`src/rtl/spi_cmd_decoder.sv`:
```
// spi_cmd_decoder: byte-level command decoder behind an SPI slave.
// Opcodes: 0x01 write burst, 0x02 read burst, 0x03 ping, others flag an error.
// The register file is 2**ADDR_W bytes. Register 0 is mirrored on ctrl_out one clk later.
// Optional feature: define SPI_CMD_ERRCNT_EN to build the saturating protocol-error counter.
// Without it, err_count is tied to 0x00.
module spi_cmd_decoder #(
  parameter int ADDR_W = 3
) (
  input  logic       clk,
  input  logic       rst_n,
  input  logic       frame_active,
  input  logic       rx_valid,
  input  logic [7:0] rx_byte,
  output logic [7:0] tx_byte,
  output logic [7:0] ctrl_out,
  output logic [7:0] err_count,
  output logic       busy
);

  localparam int NREG = 1 << ADDR_W;

  typedef enum logic [2:0] {
    IDLE, CMD, WADDR, WDATA, RADDR, RDATA, PING, ERR
  } state_t;

  state_t            state, state_next;
  logic [ADDR_W-1:0] ptr, ptr_next, ptr_inc, rx_addr;
  logic [7:0]        regs [NREG];
  logic [7:0]        tx_next;
  logic              wr_en;
  logic              addr_ok;

  // An address byte is legal only when it indexes an existing register.
  assign addr_ok = ({1'b0, rx_byte} < 9'(NREG));
  assign rx_addr = rx_byte[ADDR_W-1:0];
  assign ptr_inc = ptr + ADDR_W'(1);
  assign busy    = (state != IDLE);

  // Next-state, pointer, write strobe and next response byte.
  always_comb begin
    state_next = state;
    ptr_next   = ptr;
    tx_next    = tx_byte;
    wr_en      = 1'b0;
    if (state == IDLE) begin
      // Bytes seen before the frame has been registered as started are dropped.
      if (frame_active) state_next = CMD;
    end else if (!frame_active) begin
      // The end of the frame wins over a byte arriving in the same clk.
      state_next = IDLE;
    end else if (rx_valid) begin
      unique case (state)
        CMD: begin
          unique case (rx_byte)
            8'h01:   state_next = WADDR;
            8'h02:   state_next = RADDR;
            8'h03:   state_next = PING;
            default: state_next = ERR;
          endcase
        end
        WADDR: begin
          if (addr_ok) begin
            ptr_next   = rx_addr;
            state_next = WDATA;
          end else begin
            state_next = ERR;
          end
        end
        RADDR: begin
          if (addr_ok) begin
            ptr_next   = rx_addr;
            state_next = RDATA;
            tx_next    = regs[rx_addr];
          end else begin
            state_next = ERR;
          end
        end
        WDATA: begin
          wr_en    = 1'b1;
          ptr_next = ptr_inc;
        end
        RDATA: begin
          // The byte just shifted out was regs[ptr]; stage the following one.
          ptr_next = ptr_inc;
          tx_next  = regs[ptr_inc];
        end
        default: ;
      endcase
    end
    // Outside RDATA the response byte is a fixed code of the state being entered.
    unique case (state_next)
      PING:    tx_next = 8'h05;
      ERR:     tx_next = 8'hEE;
      RDATA:   ;
      default: tx_next = 8'h00;
    endcase
  end

  // State, pointer and response byte registers.
  always_ff @(posedge clk or negedge rst_n) begin
    if (!rst_n) begin
      state   <= IDLE;
      ptr     <= '0;
      tx_byte <= 8'h00;
    end else begin
      state   <= state_next;
      ptr     <= ptr_next;
      tx_byte <= tx_next;
    end
  end

  // Register file; cleared by reset, so it is built from flops.
  always_ff @(posedge clk or negedge rst_n) begin
    if (!rst_n) begin
      for (int i = 0; i < NREG; i++) regs[i] <= 8'h00;
    end else if (wr_en) begin
      regs[ptr] <= rx_byte;
    end
  end

  // Mirror of register 0, following it by one clk.
  always_ff @(posedge clk or negedge rst_n) begin
    if (!rst_n) ctrl_out <= 8'h00;
    else        ctrl_out <= regs[0];
  end

`ifdef SPI_CMD_ERRCNT_EN
  logic       err_entry;
  logic [7:0] err_cnt;

  assign err_entry = (state_next == ERR) && (state != ERR);
  assign err_count = err_cnt;

  // Count entries into ERR, holding at 0xFF.
  always_ff @(posedge clk or negedge rst_n) begin
    if (!rst_n)                               err_cnt <= 8'h00;
    else if (err_entry && (err_cnt != 8'hFF)) err_cnt <= err_cnt + 8'h01;
  end
`else
  assign err_count = 8'h00;
`endif

endmodule

```
`config.mk`:
```
export PLATFORM = sky130hd
export DESIGN_NAME = spi_cmd_decoder
export DESIGN_NICKNAME = d
export VERILOG_FILES = /design/src/rtl/spi_cmd_decoder.sv
export SDC_FILE = /design/constraint.sdc
export NUM_CORES = 1
export LEC_CHECK = 0
export ABC_AREA = 1
export BUFFER_PORTS_ARGS = -buffer_cell sky130_fd_sc_hd__buf_4
export CAP_MARGIN = 20
export CORE_UTILIZATION = 27
export CTS_BUF_LIST = sky130_fd_sc_hd__clkbuf_2
export DETAILED_ROUTE_END_ITERATION = 8
export PLACE_DENSITY = 0.53
export REMOVE_ABC_BUFFERS = 1
export SYNTH_ARGS = -nofsm -noshare
export SYNTH_HDL_FRONTEND = slang
export SYNTH_SLANG_ARGS = --single-unit
```
`constraint.sdc`:
```
create_clock -name clk -period 2.39 [get_ports clk]
set_input_delay 0.478 -clock clk [delete_from_list [all_inputs] [get_ports clk]]
set_output_delay 0.478 -clock clk [all_outputs]
set_load 0.005 [all_outputs]
```
==> results.tsv <==
metric	value	unit
syn_area	0.00469	mm^2
ys_ff_latch	86	
min_from	frame_active	
areaGrowthSynthToFinish	13.7	%
r2r_slack	0.19	ns
start_kind	register	
die_x	134	um
yosysUniqueCellTypes	29	
num_vias	4350	
reg2regPathDepth	7	
hold_class	input pin to register	
yosysWarnings	0	
period_share	92.2	%
antenna_found_initial	0	
ys.flop_type	dfrtp_1	
slew_viol_final	0	
clock_path_buffers	2	
cts_sinks	86	
synth.top_cell.area_share	45.9	%
num_antenna_cells	0	
avgRoutedWirePerCell	15.9	um
cts_buffers	9	
status	completed	
fin_area	0.00533	mm^2
netlist_top_cells_area	dfrtp_1, nand2_1, o21ai_0	
clk_transition_reported_paths	0.25	ns
arrival	2.72	ns
die_area	0.0179	mm^2
fin_tns_setup	0	ns
synth_top_family_by_area	simple AND/OR/NAND/NOR gates	
place_inst	880	
rsz0062_at_grt	true	
maxCapViolCount	0	
path_max_fanout	16	
setup.worst_path.end_class	register	
tightest_slew	0.597	ns
die_h	134	um
hold_end	state[0]	
reg2reg_to	regs[16]	
skew	0.0420	ns
hold_violations	0	
critPathMaxStageDelay	0.52	ns
h-tree-depth	3	
rows	47	
worst_path_max_delay_cell	dfrtp_1	
clockRootBuffer	clkbuf_2	
grtUsageTotal	16.8	%
p_per_area	787	mW/mm^2
synth-compound-area-share	15.9	%
max_slew_margin	60.1	%
cp.required	2.90	ns
grt_pass1_wl	22.9	mm
p_leak	2.44	nW
final.min_clock_period	2.20	ns
synth-edff-count	0	
max_freq	0.454	GHz
whs_path_depth	3	
synth_simple_gate_area_share	30.0	%
io_buffers	28	
yosys-top-cells-count	nand2_1, dfrtp_1, o21ai_0, nand3_1, inv_1	
grt_pass1_vias	3936	
synth_area_per_cell	7.33	um^2
clk_latency	0.61	ns
synth_top_area_cell	dfrtp_1	
n_fill_cell	1815	
whs	0.188	ns
worstSetupPathType	register to register	
vias_per_cell	4.86	
synth.mux.area_fraction	0	%
path_cells	inv_1 > nand3_1 > nor3_1 > inv_1 > nor2_2 > nand2_1 > o21ai_0	
netlist_instances	639	
core	0.0168	mm^2
nNetsFinal	685	
yosysMostFrequentCell	nand2_1	
grt_max_degree	45	
initial_core_util	28.0	%
routed_wl	14.2	mm
grt_overflow_total	0	
finalSetupViolCount	0	
synth_xor_area_share	0.187	%
ys_async_sr_fraction	100	%
dr.pass1.iters	5	
drt_iter0_drc	409	
placed_area	0.00522	mm^2
path_buf_inv	2	
hpwlAfterDp	9.94	mm
synthAdderAreaFrac	0.267	%
path_common_cell	inv_1	
rr_startpoint	state[2]	
crit_family	simple AND/OR/NAND/NOR gates	
stdcell_count	895	
seq_area_frac_synth	45.9	%
route.detailed.drc	0	
cts_tree	done	
ant_nets	0	
ir_drop	0.454	mV
place.gp.congestion	0.837	
cts_setup_buffers	0	
drive_gt1_share	13.0	%
ios	37	
kinds of logic after synthesis:
kind of cell    Yosys count
xor+xnor                  1
other cells               1
compound gates          139
buf+inv                  82
fa+ha+maj                 1
flops                    86
simple gates            329
layout make-up:
class | instances | area, um^2 | area share (%)
multi-input combinational | 478 | 2210 | 41.4
inverter | 41 | 154 | 2.89
clock buffer | 11 | 55.1 | 1.03
timing repair buffer | 56 | 448 | 8.41
sequential | 86 | 2150 | 40.4
tap | 220 | 275 | 5.17
clock inverter | 3 | 37.5 | 0.705
where the power goes:
group	internal, mW	switching [mW]
clock network	0.233	0.497
logic	0.634	1.16
registers	1.57	0.104
tightest hold or removal path, delay by kind of cell:
kind | cells | cell delay [ns]
simple gates | 1 | 0.09
buf+inv | 2 | 0.20
registers in the layout (all words and copies together) (netlist names):
name and cells:
ctrl_out 8, ptr 3, regs 64, state 3
tx_byte 8
placed cells by master (no fill, tap or decap):
master         netlist  routed
a21oi_2              1       1
bufinv_16            0       1
nor2_2               4       4
nand2_2              3       4
nor3_1               2       2
a21oi_4              1       1
inv_1               36      36
buf_12               0       2
xnor2_1              1       1
o21ai_1             10      10
clkinv_1             0       2
a21oi_1             24      24
dlygate4sd3_1        0       1
inv_2                5       5
nand2_4              1       1
o21ai_0             86      86
nand3_2              4       4
nor2_4               1       1
clkbuf_2             0      11
buf_4                8      53
nor2_1              31      31
a31oi_1              4       4
nand2_1            201     200
dfrtp_1             86      86
ha_1                 1       1
nand4_1              2       2
nand3b_1             2       2
o22ai_1              1       1
o211ai_1            12      12
nand3_1             78      78
conb_1               1       8
stage by stage:
step                utilization (%)  setup WS (ns)  total power, mW
global placement               31.2          0.253             3.48
global route                   31.8        -0.0468             4.48
finish                         31.8          0.187             4.19
floorplan                         -        -0.0190             2.76
detailed placement             31.2          0.261             3.48
CTS                            31.8          0.199             4.22
metal layers:
layer / GRT usage, % / routed length [um] / up-vias / share of wire, %
met1: 24.5 / 6880 / 2036 / 48
met3: 2.82 / 857 / 17 / 6.0
li1: - / - / 2158 / -
met4: 5.56 / 193 / 0 / 1.4
met5: 0 / 0 / - / 0
met2: 24.9 / 6320 / 139 / 44
what timing repair did:
item	CTS	global route
endpoints found under the setup margin	0	12
endpoints found under the hold margin	51	0
hold buffers	1	0
gates resized for setup	0	1
how the worst max path moves through the flow:
stage               slack [ns]       start         end  depth (start not counted)
floorplan                -0.02      ptr[0]  tx_byte[2]                         11
global placement          0.25  rx_byte[1]  tx_byte[1]                         15
detailed placement        0.26  rx_byte[1]  tx_byte[1]                         15
CTS                       0.20    state[2]    regs[48]                          7
global route             -0.05    state[2]    regs[53]                          7
finish                    0.19    state[2]    regs[16]                          7
Note: power is estimated with default switching activity, not from simulation.
